===== config.mk =====
export PLATFORM = sky130hd
export DESIGN_NAME = uart_rx_frontend
export DESIGN_NICKNAME = d
export VERILOG_FILES = /design/src/rtl/uart_rx_frontend.sv
export SDC_FILE = /design/constraint.sdc
export NUM_CORES = 1
export LEC_CHECK = 0
export ABC_AREA = 0
export CAP_MARGIN = 15
export CORE_ASPECT_RATIO = 1.25
export CORE_UTILIZATION = 48
export CTS_BUF_LIST = sky130_fd_sc_hd__clkbuf_8
export DETAILED_ROUTE_END_ITERATION = 8
export GPL_TIMING_DRIVEN = 0
export PLACE_DENSITY = 0.68
export SYNTH_ARGS = -nofsm -noshare
export SYNTH_HDL_FRONTEND = slang
export SYNTH_SLANG_ARGS = --single-unit

===== constraint.sdc =====
create_clock -name clk -period 2.7 [get_ports clk]
set_clock_uncertainty 0.2 [all_clocks]
set_input_delay 0.675 -clock clk [delete_from_list [all_inputs] [get_ports clk]]
set_output_delay 0.675 -clock clk [all_outputs]
set_load 0.01 [all_outputs]

===== src/rtl/uart_rx_frontend.sv =====
// rtl/uart_rx_frontend.sv - 8N1 UART receiver with 16x oversampling and built-in baud tick divider
// Delivers one byte per good frame as a one-clk write strobe; frames with a bad stop bit are dropped.
module uart_rx_frontend #(
  parameter int DBIT      = 8,
  parameter int SB_TICK   = 16,
  parameter int BAUD_DVSR = 163,
  parameter int DVSR_W    = 8
) (
  input  logic            clk,
  input  logic            reset,
  input  logic            rx,
  output logic [DBIT-1:0] rx_data,
  output logic            rx_done_tick,
  output logic            frame_err,
  output logic            busy
);

  typedef enum logic [1:0] {S_IDLE, S_START, S_DATA, S_STOP} state_t;

  state_t            r_state;
  state_t            w_state_next;
  logic              r_rx_meta;
  logic              r_rx_s;
  logic [DVSR_W-1:0] r_dvsr_cnt;
  logic              w_s_tick;
  logic [3:0]        r_s_cnt;
  logic [3:0]        w_s_cnt_next;
  logic [2:0]        r_n_cnt;
  logic [2:0]        w_n_cnt_next;
  logic [DBIT-1:0]   r_b_reg;
  logic [DBIT-1:0]   w_b_next;
  logic [DBIT-1:0]   r_rx_data;
  logic [DBIT-1:0]   w_data_next;
  logic              r_done;
  logic              w_done_next;
  logic              r_ferr;
  logic              w_ferr_next;

  assign w_s_tick = (r_dvsr_cnt == DVSR_W'(BAUD_DVSR - 1));

  // Synchronizer flops reset to 1 so a reset release on an idle line never looks like a start edge.
  always_ff @(posedge clk or negedge reset) begin
    if (!reset) begin
      r_rx_meta  <= 1'b1;
      r_rx_s     <= 1'b1;
      r_dvsr_cnt <= '0;
    end else begin
      r_rx_meta  <= rx;
      r_rx_s     <= r_rx_meta;
      r_dvsr_cnt <= w_s_tick ? '0 : r_dvsr_cnt + 1'b1;
    end
  end

  always_ff @(posedge clk or negedge reset) begin
    if (!reset) begin
      r_state   <= S_IDLE;
      r_s_cnt   <= '0;
      r_n_cnt   <= '0;
      r_b_reg   <= '0;
      r_rx_data <= '0;
      r_done    <= 1'b0;
      r_ferr    <= 1'b0;
    end else begin
      r_state   <= w_state_next;
      r_s_cnt   <= w_s_cnt_next;
      r_n_cnt   <= w_n_cnt_next;
      r_b_reg   <= w_b_next;
      r_rx_data <= w_data_next;
      r_done    <= w_done_next;
      r_ferr    <= w_ferr_next;
    end
  end

  always_comb begin
    w_state_next = r_state;
    w_s_cnt_next = r_s_cnt;
    w_n_cnt_next = r_n_cnt;
    w_b_next     = r_b_reg;
    w_data_next  = r_rx_data;
    w_done_next  = 1'b0;
    w_ferr_next  = 1'b0;
    case (r_state)
      S_IDLE: begin
        if (!r_rx_s) begin
          w_state_next = S_START;
          w_s_cnt_next = '0;
        end
      end
      S_START: begin
        if (w_s_tick) begin
          if (r_s_cnt == 4'd7) begin
            if (!r_rx_s) begin
              w_state_next = S_DATA;
              w_s_cnt_next = '0;
              w_n_cnt_next = '0;
            end else begin
              w_state_next = S_IDLE;
            end
          end else begin
            w_s_cnt_next = r_s_cnt + 4'd1;
          end
        end
      end
      S_DATA: begin
        if (w_s_tick) begin
          if (r_s_cnt == 4'd15) begin
            w_b_next     = {r_rx_s, r_b_reg[DBIT-1:1]};
            w_s_cnt_next = '0;
            if (r_n_cnt == 3'(DBIT - 1)) begin
              w_state_next = S_STOP;
            end else begin
              w_n_cnt_next = r_n_cnt + 3'd1;
            end
          end else begin
            w_s_cnt_next = r_s_cnt + 4'd1;
          end
        end
      end
      S_STOP: begin
        // Leaving mid stop bit leaves half a bit of margin to catch a back-to-back start edge.
        if (w_s_tick) begin
          if (r_s_cnt == 4'(SB_TICK - 1)) begin
            w_state_next = S_IDLE;
            if (r_rx_s) begin
              w_data_next = r_b_reg;
              w_done_next = 1'b1;
            end else begin
              w_ferr_next = 1'b1;
            end
          end else begin
            w_s_cnt_next = r_s_cnt + 4'd1;
          end
        end
      end
      default: w_state_next = S_IDLE;
    endcase
  end

  assign rx_data      = r_rx_data;
  assign rx_done_tick = r_done;
  assign frame_err    = r_ferr;
  assign busy         = (r_state != S_IDLE);

endmodule


# Word level (Yosys, flattened, before mapping)

Cells that the tools add are included.

Register bits after elaboration: 37
Input bits: 3
Output and inout port bits: 11
Word-level logic and storage cells: 73

Add/sub/neg operators: 3
Equality and inequality tests: 18
Mux-type cells: 34
Reductions and logical operators: 8

Operator list:

| operator                                            | count |
|---|---|
| 2-to-1 mux 4 bit                                    | 7 |
| != test 2 bit, second input constant                | 11 |
| 2-to-1 mux 2 bit                                    | 9 |
| 2-to-1 mux 3 bit                                    | 6 |
| case mux 4 bit (4 select lines)                     | 1 |
| adder 8 x 1 -> 8 bit, second input constant         | 1 |
| equality test 8 bit, second input constant          | 1 |
| 2-to-1 mux 1 bit                                    | 8 |
| 2-to-1 mux 8 bit                                    | 1 |
| case mux 2 bit (4 select lines)                     | 1 |
| AND reduction 4 bit                                 | 2 |
| AND reduction 8 bit                                 | 1 |
| AND reduction 7 bit                                 | 1 |
| case mux 3 bit (2 select lines)                     | 1 |
| adder 4 x 1 -> 4 bit, second input constant         | 1 |
| equality test 2 bit, second input constant          | 2 |
| equality test 4 x 3 -> 1 bit, second input constant | 1 |
| equality test 4 bit, second input constant          | 1 |
| nonzero test 2 bit                                  | 2 |
| adder 3 x 1 -> 3 bit, second input constant         | 1 |
| equality test 3 bit, second input constant          | 1 |
| AND reduction 3 bit                                 | 1 |
| equality test 2 x 1 -> 1 bit, second input constant | 1 |
| zero test 2 bit                                     | 1 |

# Longest topological paths before layout

Gate-level depths: netlist (run 1).

Depth after elaboration: 5
Depth in mapped cells: 7
Mapped depth without buffers: 6

# Least setup slack after synthesis (run 1)

No wires, ideal clock.

Kind: register to register
Start point: register r_dvsr_cnt[0]
End point: register r_b_reg[0]
Setup time: 0.125 ns
Arrival: 1.668 ns
Data required time: 2.375 ns
Path slack: 0.708 ns
Stages on the path, launching flop included: 7
Buffers on the path: 0
Clock period less this slack: 1.992 ns
Cell sequence: dfrtp_1 > inv_1 > ha_1 > and4b_1 > nand2_2 > nor3_4 > mux2_2

Cells in the longest elaborated chain, start to end: 2

RTL lines:

| element                       | line | RTL |
|---|---|---|
| from (decl)                   | 24   | `logic [DVSR_W-1:0] r_dvsr_cnt;` |
| from (signal assigned)        | 50   | `r_dvsr_cnt <= w_s_tick ? '0 : r_dvsr_cnt + 1'b1;` |
| equality test 8 bit           | 39   | `assign w_s_tick = (r_dvsr_cnt == DVSR_W'(BAUD_DVSR - 1));` |
| AND reduction 3 bit (no line) | --   |  |
| to (signal assigned)          | 67   | `r_b_reg <= w_b_next;` |
| to (decl)                     | 30   | `logic [DBIT-1:0] r_b_reg;` |

Every way passes these cells.
A chain may end at the register's enable or synchronous reset.

==> impl_metrics.toml, run 1 <==
[finish]
synthToLayoutAreaGrowth_pct = 14.5
final_cell_area_um2 = 1990
layout.cells.most_common_list = "35 x sky130_fd_sc_hd__dfrtp_1, 12 x sky130_fd_sc_hd__clkdlybuf4s50_1, 11 x sky130_fd_sc_hd__inv_1, 11 x sky130_fd_sc_hd__mux2_2"
mostFrequentLayoutCell = "sky130_fd_sc_hd__dfrtp_1"
antenna_fix_cells = 0
layout-drive-gt1-share_pct = 19.0
num-nets-final = 170

[min_path]
min_path_type = "register to register"
hold_path.startpoint = "r_rx_meta"

[power]
static-leakage-power_nw = 0.928
max-vdd-ir-drop_mv = 0.286
comb_power_share_pct = 1.7
net-switching-power_w = 0.000194
p_per_area_nw_per_um2 = 467
power_switching_share_pct = 20.9
p_int_w = 0.000733
total_power_w = 0.000927
sequential_power_share_pct = 60.1
power.share.clock_pct = 38.2

[clock_tree]
htreeDepth = 2
clock-sinks = 37
post-cts-setup-buffers = 0
cts_tree = "done"
post_cts_resize_count = 0
clk_latency_ns = 0.28
cts_made_buffers = 5
ctsHoldBuffers = 0
clk_root_buffer_cell = "sky130_fd_sc_hd__clkbuf_8"
cts_buffer_depth = 2
cts.clk_slew.worst_paths_ns = 0.07

[timing]
timing.max_slew.rel_slack_pct = 45.7
min_period_over_period_pct = 92.0
maxClockFrequency_mhz = 403
final_hold_violations = 0
totalNegativeSetupSlack_ns = 0
minimum_hold_slack_ns = 0.161
fin_crit_ns = 2.48
slew_violations = 0
final_critical_path_setup_slack_ns = 0.217
tightestPinTransition_ns = 0.815
unrepaired_setup_endpoints_after_global_routing = "no"
setup_viols_final = 0

[worst_setup_path]
critical_path_peak_fanout = 11
timing.setup.critical_path_class = "register to primary output"
r2r-start = "r_dvsr_cnt[0]"
rr_endpoint = "r_b_reg[3]"
crit_family = "buffers and inverters"
critical_path.cell_chain = "nor2_1 -> inv_1 -> clkdlybuf4s50_1"
worstSetupEndpoint = "busy"
critical_path_arrival_ns = 1.61
timing.critical_path.depth = 3
r2r_setup_slack_ns = 0.51
critical_path.endpoint_type = "primary output"
critical_path_buf_inv_count = 2
worstSetupStartpointType = "register"
required_ns = 1.82
critical_path.slowest_cell = "sky130_fd_sc_hd__clkdlybuf4s50_1"
worst-r2r-cell-count = 6
worst_path_largest_cell_delay_ns = 0.55

[synthesis]
synth_async_sr_flop_share_pct = 100
main_combinational_cell_family_by_area_after_synthesis = "simple AND/OR/NAND/NOR gates"
adder_cell_area_share_of_the_yosys_netlist_pct = 3.61
synth_cells = 143
ys_dominant_reg_cell = "sky130_fd_sc_hd__dfrtp_1"
synth_nets = 151
ys_types = 44
synth_enable_flop_cells = 0
yosysSeqAreaShare_pct = 53.5
average_instance_area_after_synthesis_um2 = 12.1
syn_area_um2 = 1730
simple_gate_portion_of_the_synthesized_area_pct = 14.8
flip_flop_and_latch_count_after_synthesis = 37
yosys_warning_count = 0
synth.area.mux_share_pct = 14.1
synth-xor-area-share_pct = 3.03
synth-compound-area-share_pct = 7.36

[route]
wirelength_um = 2900
route.detailed.drc = 0
detailroute.via_count = 1156
wl_per_cell_um = 14.3
detailedRoute.firstPassIterationCount = 4
drtAntennaViolNets = 0
vias_per_cell = 5.72
drtIter0Drc = 37

[global_routing]
first_pass_grt_wire_length_um = 5200
overall_overflow_remaining_after_global_route = 0
vias_in_the_first_global_route = 1159
globalRouteTotalUtil_pct = 17.5
grt_max_degree = 38
number_of_antenna_violations_at_the_first_check_in_global_routing = 0

[floorplanning]
core_region_area_um2 = 3480
rows = 24
vertical_die_dimension_um = 69.2
initial_core_util_pct = 49.8
die-area_um2 = 3860
ios = 14
die_width_um = 55.8

[place]
preCtsSetupSlack_ns = 0.394
finalWeightedCongestion = 0.742
placement.io_buffers = 13
dp.final_hpwl_um = 2070
detailed_place.area_um2 = 1910

[job]
drv.max_cap_violation_count = 0

[status]
run_status = "finished clean"
==> cells by family (layout without fill, tap and decap cells) <==
group / Yosys count / in the layout
simple gates: 42 / 42
compound gates: 17 / 17
buf+inv: 14 / 34
fa+ha+maj: 5 / 5
flops: 37 / 37
xor+xnor: 6 / 6
mux: 22 / 22
==> how the worst min path moves through the flow <==
| stage | end | slack (ns) | depth (start not counted) |
|---|---|---|---|
| final | r_rx_s | 0.16 | 0 |
| after global routing | r_rx_s | 0.17 | 0 |
| after CTS | r_rx_s | 0.16 | 0 |
| after detailed placement | r_rx_s | 0.15 | 0 |
| after global placement | r_rx_s | 0.15 | 0 |
| after floorplan | r_rx_s | 0.15 | 0 |
==> metal layers <==
layer,wire (µm),vias up,share of wire [%],global-route usage (%)
li1,-,546,-,-
met1,1220,582,42,20.0
met2,1520,22,52,29.7
met3,100,6,3.5,5.22
met4,57,0,2.0,8.06
met5,0,-,0,0
==> worst register-to-register path: cells and delay by family, from the launching register on <==
kind / cells / cell delay [ns]
multiplexers: 1 / 0.39
buffers and inverters: 1 / 0.08
AND/OR/NAND/NOR: 3 / 0.80
flip-flops: 1 / 0.42
adder cells (fa/ha/maj): 1 / 0.18
==> power groups by stage <==
stage | registers (W) | logic (W) | clock network [W]
final | 0.000558 | 0.0000158 | 0.000354
after CTS | 0.000558 | 0.0000166 | 0.000366
after global routing | 0.000557 | 0.0000188 | 0.000397
after floorplan | 0.000568 | 0.00000277 | 0
after global placement | 0.000568 | 0.0000170 | 0
after detailed placement | 0.000568 | 0.0000166 | 0
==> Yosys cell counts (2+ instances only) <==
cell,number,share of area [%]
sky130_fd_sc_hd__mux2_2,11,7.1
sky130_fd_sc_hd__o22ai_1,2,0.72
sky130_fd_sc_hd__nand2_1,3,0.65
sky130_fd_sc_hd__o2bb2ai_1,2,1.0
sky130_fd_sc_hd__dfstp_2,2,3.0
sky130_fd_sc_hd__nor3_1,2,0.58
sky130_fd_sc_hd__and3_1,4,1.4
sky130_fd_sc_hd__inv_1,9,1.9
sky130_fd_sc_hd__clkbuf_1,2,0.43
sky130_fd_sc_hd__ha_1,5,3.6
sky130_fd_sc_hd__buf_2,2,0.58
sky130_fd_sc_hd__nand3_1,9,2.6
sky130_fd_sc_hd__mux2_1,8,5.2
sky130_fd_sc_hd__nand4_1,2,0.72
sky130_fd_sc_hd__nor2_1,9,1.9
sky130_fd_sc_hd__o21ai_0,2,0.58
sky130_fd_sc_hd__dfrtp_1,35,51
sky130_fd_sc_hd__xnor2_1,5,2.5
sky130_fd_sc_hd__mux2i_1,3,1.7
sky130_fd_sc_hd__a2bb2oi_1,2,1.0
==> through the flow <==
| stage | cells | utilization (%) |
|---|---|---|
| after detailed placement | 195 | 54.8 |
| after global placement | 195 | 54.9 |
| after global routing | 202 | 57.0 |
| after CTS | 203 | 57.1 |
| after floorplan | 143 | - |
| final | 202 | 57.0 |
==> final cells by class <==
| class | instances | area (µm²) |
|---|---|---|
| Fill cell | 309 | 1500 |
| Sequential cell | 37 | 928 |
| Multi-Input combinational cell | 92 | 743 |
| Timing Repair Buffer | 13 | 125 |
| Clock buffer | 5 | 68.8 |
| Tap cell | 39 | 48.8 |
| Inverter | 9 | 33.8 |
| Buffer | 4 | 25.0 |
| Clock inverter | 3 | 12.5 |
Note: power is estimated with default switching activity, not from simulation.
==> run 2, diff against run 1 <==
--- a/config.mk
+++ b/config.mk
@@ -8,11 +8,12 @@
 export ABC_AREA = 0
 export CAP_MARGIN = 15
 export CORE_ASPECT_RATIO = 1.25
-export CORE_UTILIZATION = 48
+export CORE_UTILIZATION = 56
 export CTS_BUF_LIST = sky130_fd_sc_hd__clkbuf_8
 export DETAILED_ROUTE_END_ITERATION = 8
 export GPL_TIMING_DRIVEN = 0
-export PLACE_DENSITY = 0.68
+export PLACE_DENSITY = 0.77
+export SETUP_SLACK_MARGIN = 0.5
 export SYNTH_ARGS = -nofsm -noshare
 export SYNTH_HDL_FRONTEND = slang
 export SYNTH_SLANG_ARGS = --single-unit
==> impl_metrics.toml, run 2 (synthesized netlist as in run 1, its figures left out) <==
[power]
p_int_w = 0.000733
sequential_power_share_pct = 60.6
p_per_area_nw_per_um2 = 447
static-leakage-power_nw = 0.956
net-switching-power_w = 0.000187
max-vdd-ir-drop_mv = 0.361
power.share.clock_pct = 37.7
power_switching_share_pct = 20.3
comb_power_share_pct = 1.7

[clock_tree]
clk_root_buffer_cell = "sky130_fd_sc_hd__clkbuf_8"
cts_tree = "done"
cts.clk_slew.worst_paths_ns = 0.06
clk_latency_ns = 0.28
cts_made_buffers = 5
ctsHoldBuffers = 0
htreeDepth = 2
clock-sinks = 37
cts_buffer_depth = 2

[finish]
layout-drive-gt1-share_pct = 23.1
multiInputGateArea_um2 = 763
mostFrequentLayoutCell = "sky130_fd_sc_hd__dfrtp_1"
num-nets-final = 176
area.sequential_um2 = 928
layout.cells.most_common_list = "35 x sky130_fd_sc_hd__dfrtp_1, 11 x sky130_fd_sc_hd__inv_1, 11 x sky130_fd_sc_hd__mux2_2, 11 x sky130_fd_sc_hd__clkdlybuf4s50_1, 9 x sky130_fd_sc_hd__nand3_1"
layoutNonFillerInstCount = 205
synthToLayoutAreaGrowth_pct = 18.8
antenna_fix_cells = 0
layout.core_utilization_pct = 69.9
fillCellCount = 224

[route]
wirelength_um = 3020
drtAntennaViolNets = 0
route.detailed.drc = 0
routed.top_layer = "met4"
detailroute.via_count = 1172
wl_per_cell_um = 14.7
drtIter0Drc = 29
detailedRoute.firstPassIterationCount = 4
met2_wirelength_um = 1670
length_of_routed_met3_wiring_um = 104
wirelength_met1_um = 1190
vias_per_cell = 5.72

[worst_setup_path]
required_ns = 1.82
critical_path.endpoint_type = "primary output"
worst-r2r-cell-count = 5
critical_path_peak_fanout = 10
critical_path_arrival_ns = 1.27
timing.setup.critical_path_class = "register to primary output"
r2r-start = "r_n_cnt[0]"
rr_endpoint = "r_n_cnt[0]"
worstSetupEndpoint = "busy"
worstSetupStartpointType = "register"
r2r_setup_slack_ns = 0.61

[timing]
min_period_over_period_pct = 79.3
final_hold_violations = 0
unrepaired_setup_endpoints_after_global_routing = "no"
tightestPinTransition_ns = 0.780
fin_crit_ns = 2.14
final_critical_path_setup_slack_ns = 0.558
setup_viols_final = 0
minimum_hold_slack_ns = 0.156
timing.max_slew.rel_slack_pct = 48.0
slew_violations = 0
maxClockFrequency_mhz = 467

[global_routing]
overall_overflow_remaining_after_global_route = 0
grt_max_degree = 38
vias_in_the_first_global_route = 1235
globalRouteTotalUtil_pct = 22.0
first_pass_grt_wire_length_um = 5250
number_of_antenna_violations_at_the_first_check_in_global_routing = 0

[min_path]
min_path_type = "register to register"
hold_path.startpoint = "r_rx_meta"

[place]
dp.final_hpwl_um = 2220
preCtsSetupSlack_ns = 0.391
finalWeightedCongestion = 0.743
post-place-cells = 192
placement.io_buffers = 13

[floorplanning]
vertical_die_dimension_um = 64.2
die_width_um = 51.8
rows = 22
ios = 14
initial_core_util_pct = 58.9
core_region_area_um2 = 2950
die-area_um2 = 3320

[job]
drv.max_cap_violation_count = 0

[status]
run_status = "finished clean"
==> run 2: changes by cell type in the layout (fill, tap and decap cells not counted), sizes merged <==
| cell | previous run | this run |
|---|---|---|
| clkdlybuf4s15 | 0 | 1 |
| clkdlybuf4s50 | 12 | 11 |
| buf | 4 | 10 |
==> run 2: through the flow <==
step / TNS, ns / area (µm²) / power [W]
finish: 0 / 2060 / 0.000920
global route: 0 / 2060 / 0.000963
CTS: 0 / 2020 / 0.000936
detailed placement: 0 / 1900 / 0.000584
global placement: -0.000630 / 1910 / 0.000585
floorplan: 0 / 1730 / 0.000571
==> run 2: routing by layer <==
layer | up-vias | GRT usage, %
li1 | 556 | -
met1 | 585 | 24.3
met2 | 24 | 37.8
met3 | 7 | 7.14
met4 | 0 | 9.12
met5 | - | 0
==> run 2: worst min-delay path by stage <==
stage / end / depth (start not counted) / slack (ns)
final: r_rx_s / 0 / 0.16
after floorplan: r_rx_s / 0 / 0.15
after CTS: r_rx_s / 0 / 0.16
after global routing: r_rx_s / 0 / 0.16
after global placement: r_rx_s / 0 / 0.15
after detailed placement: r_rx_s / 0 / 0.15
==> run 2: final cells by class <==
| cell class | count | share of cell area [%] |
|---|---|---|
| clock buffers | 5 | 3.34 |
| plain buffers | 5 | 1.58 |
| multi-input cells | 92 | 37.1 |
| inverters | 9 | 1.64 |
| repair buffers | 18 | 8.51 |
| clock inverters | 3 | 0.608 |
| well taps | 36 | 2.19 |
| flip-flops and latches | 37 | 45.1 |
==> run 2: critical path, cell delays in order, from the launching register on <==
cell                              delay (ns)
sky130_fd_sc_hd__dfrtp_1                0.38
sky130_fd_sc_hd__buf_4                  0.17
sky130_fd_sc_hd__nor2_4                 0.10
sky130_fd_sc_hd__inv_1                  0.08
sky130_fd_sc_hd__clkdlybuf4s15_1        0.25
==> run 2: timing repair <==
action,in CTS,in global routing
resized for setup,5,4
hold endpoints to repair,0,0
buffers inserted,1,4
endpoints found under the setup margin,9,12
pin swaps,1,1
==> run 2: power groups by stage <==
| stage | clock (W) | sequential [W] | combinational, W |
|---|---|---|---|
| floorplan | 0 | 0.000568 | 0.00000277 |
| global placement | 0 | 0.000568 | 0.0000167 |
| detailed placement | 0 | 0.000568 | 0.0000164 |
| global route | 0.000387 | 0.000557 | 0.0000183 |
| CTS | 0.000362 | 0.000557 | 0.0000165 |
| finish | 0.000347 | 0.000558 | 0.0000154 |
==> run 3, diff against run 2 <==
--- a/config.mk
+++ b/config.mk
@@ -8,11 +8,11 @@
 export ABC_AREA = 0
 export CAP_MARGIN = 15
 export CORE_ASPECT_RATIO = 1.25
-export CORE_UTILIZATION = 56
+export CORE_UTILIZATION = 54
 export CTS_BUF_LIST = sky130_fd_sc_hd__clkbuf_8
 export DETAILED_ROUTE_END_ITERATION = 8
 export GPL_TIMING_DRIVEN = 0
-export PLACE_DENSITY = 0.77
+export PLACE_DENSITY = 0.78
 export SETUP_SLACK_MARGIN = 0.5
 export SYNTH_ARGS = -nofsm -noshare
 export SYNTH_HDL_FRONTEND = slang
==> constraint.sdc (replaced) <==
create_clock -name clk -period 1.75 [get_ports clk]
set_clock_uncertainty 0.2 [all_clocks]
set_input_delay 0.4375 -clock clk [delete_from_list [all_inputs] [get_ports clk]]
set_output_delay 0.4375 -clock clk [all_outputs]
set_load 0.01 [all_outputs]
==> impl_metrics.toml, run 3 (synthesized netlist as in run 1, its figures left out) <==
[status]
run_status = "finished with violations"
violated_checks = "setup timing"

[place]
finalWeightedCongestion = 0.776
placement.io_buffers = 13
detailed_place.area_um2 = 2000
post-place-cells = 192
dp.final_hpwl_um = 2190

[clock_tree]
clk_root_buffer_cell = "sky130_fd_sc_hd__clkbuf_8"
htreeDepth = 2
cts.clk_slew.worst_paths_ns = 0.07
cts_buffer_depth = 2
clk_latency_ns = 0.29
clock-sinks = 37
cts_tree = "done"
cts_made_buffers = 5

[worst_setup_path]
critical_path_peak_fanout = 4
worst-r2r-cell-count = 7
critical_path.endpoint_type = "register"
required_ns = 1.72
timing.setup.critical_path_class = "register to register"
r2r-start = "r_dvsr_cnt[0]"
worstSetupStartpointType = "register"
critical_path_arrival_ns = 1.99
rr_endpoint = "r_b_reg[6]"
r2r_setup_slack_ns = -0.27

[min_path]
min_path_type = "primary input to asynchronous set/reset pin"

[global_routing]
overall_overflow_remaining_after_global_route = 0
first_pass_grt_wire_length_um = 6730
vias_in_the_first_global_route = 1391
grt.busiest_layer = "met2"
number_of_antenna_violations_at_the_first_check_in_global_routing = 0
grt_util_met2_pct = 48.9
globalRouteTotalUtil_pct = 27.3
met1_usage_pct = 30.5
met3_usage_pct = 6.71
grt_max_degree = 38

[finish]
synthToLayoutAreaGrowth_pct = 49.9
fillCellCount = 131
layoutNonFillerInstCount = 240
num-nets-final = 211
antenna_fix_cells = 0
layout-drive-gt1-share_pct = 62.3
final_cell_area_um2 = 2600
layout.cells.most_common_list = "32 x sky130_fd_sc_hd__dfrtp_1, 32 x sky130_fd_sc_hd__buf_4, 19 x sky130_fd_sc_hd__mux2_4"

[timing]
tightestPinTransition_ns = 0.819
unrepaired_setup_endpoints_after_global_routing = "yes"
min_period_over_period_pct = 115
fin_crit_ns = 2.02
final_hold_violations = 0
totalNegativeSetupSlack_ns = -5.54
final_critical_path_setup_slack_ns = -0.270
timing.max_slew.rel_slack_pct = 45.4
maxClockFrequency_mhz = 495
setup_viols_final = 27
slew_violations = 0

[job]
drv.max_cap_violation_count = 0

[route]
vias_per_cell = 5.78
detailedRoute.firstPassIterationCount = 5
drtAntennaViolNets = 0
route.detailed.drc = 0
detailroute.via_count = 1386
wl_per_cell_um = 19.5
drtIter0Drc = 43
wirelength_um = 4670

[power]
static-leakage-power_nw = 1.21
max-vdd-ir-drop_mv = 0.645
p_per_area_nw_per_um2 = 634

[floorplanning]
core_region_area_um2 = 3000
vertical_die_dimension_um = 65.4
ios = 14
initial_core_util_pct = 57.8
die_width_um = 52.7
die-area_um2 = 3440
rows = 22
-- run 3: changes by cell type in the layout (fill, tap and decap cells not counted), moves of 4 or more --
cell / before / now
sky130_fd_sc_hd__ha_1: 4 / 0
sky130_fd_sc_hd__buf_6: 1 / 9
sky130_fd_sc_hd__buf_2: 3 / 12
sky130_fd_sc_hd__mux2_4: 0 / 19
sky130_fd_sc_hd__buf_4: 5 / 32
sky130_fd_sc_hd__mux2_2: 11 / 0
sky130_fd_sc_hd__clkdlybuf4s50_1: 11 / 1
sky130_fd_sc_hd__mux2_1: 8 / 0
-- run 3: repair_timing --
| item | CTS | global route |
|---|---|---|
| endpoints found under the setup margin | 45 | 45 |
| setup buffers | 21 | 19 |
| pin swaps | 8 | 12 |
| gates resized for setup | 84 | 20 |
| hold buffers | 0 | 0 |
-- run 3: per-layer routing --
metal / vias to the layer above / part of all wire, %
li1: 627 / -
met1: 698 / 38
met2: 44 / 56
met3: 17 / 3.2
met4: 0 / 2.7
met5: - / 0
-- run 3: how the worst max path moves through the flow --
stage,startpoint,endpoint,cells after the start
2_1_floorplan,r_dvsr_cnt[0],r_b_reg[0],6
3_3_place_gp,reset,r_dvsr_cnt[5],1
3_5_place_dp,r_dvsr_cnt[0],r_b_reg[1],6
4_1_cts,r_n_cnt[0],r_n_cnt[2],5
5_1_grt,r_dvsr_cnt[0],r_b_reg[6],7
6_report,r_dvsr_cnt[0],r_b_reg[6],7
-- run 3: cell type report --
class	count	area, µm²	area share (%)
flip-flops and latches	37	932	35.9
inverters	9	33.8	1.30
well taps	36	45.0	1.73
clock inverters	2	33.8	1.30
multi-input cells	92	1010	38.9
plain buffers	5	45.0	1.73
clock buffers	6	82.6	3.18
repair buffers	53	417	16.0
-- run 3: worst max-delay path, stage by stage, from the launching register on --
cell and delay (ns):
sky130_fd_sc_hd__dfrtp_1 0.40, sky130_fd_sc_hd__inv_1 0.07, sky130_fd_sc_hd__ha_2 0.20, sky130_fd_sc_hd__and4b_2 0.28, sky130_fd_sc_hd__nand2_4 0.08, sky130_fd_sc_hd__nor3_4 0.22, sky130_fd_sc_hd__buf_6 0.16, sky130_fd_sc_hd__mux2_4 0.30
-- run 3: power by group --
group	internal [W]	switching, W
sequential	0.000859	0.00000128
combinational	0.00000566	0.0000226
clock	0.000459	0.000301
total	0.00132	0.000325
-- run 3: per-stage QoR --
step	power [W]	utilization (%)	setup WS [ns]	hold WS [ns]
after floorplan	0.000881	-	-0.223	-0.0581
after global placement	0.000903	66.7	-0.739	0.147
after detailed placement	0.000902	66.6	-0.434	0.150
after CTS	0.00166	78.9	-0.219	0.0576
after global routing	0.00170	86.7	-0.336	0.102
final	0.00165	86.7	-0.270	0.0391
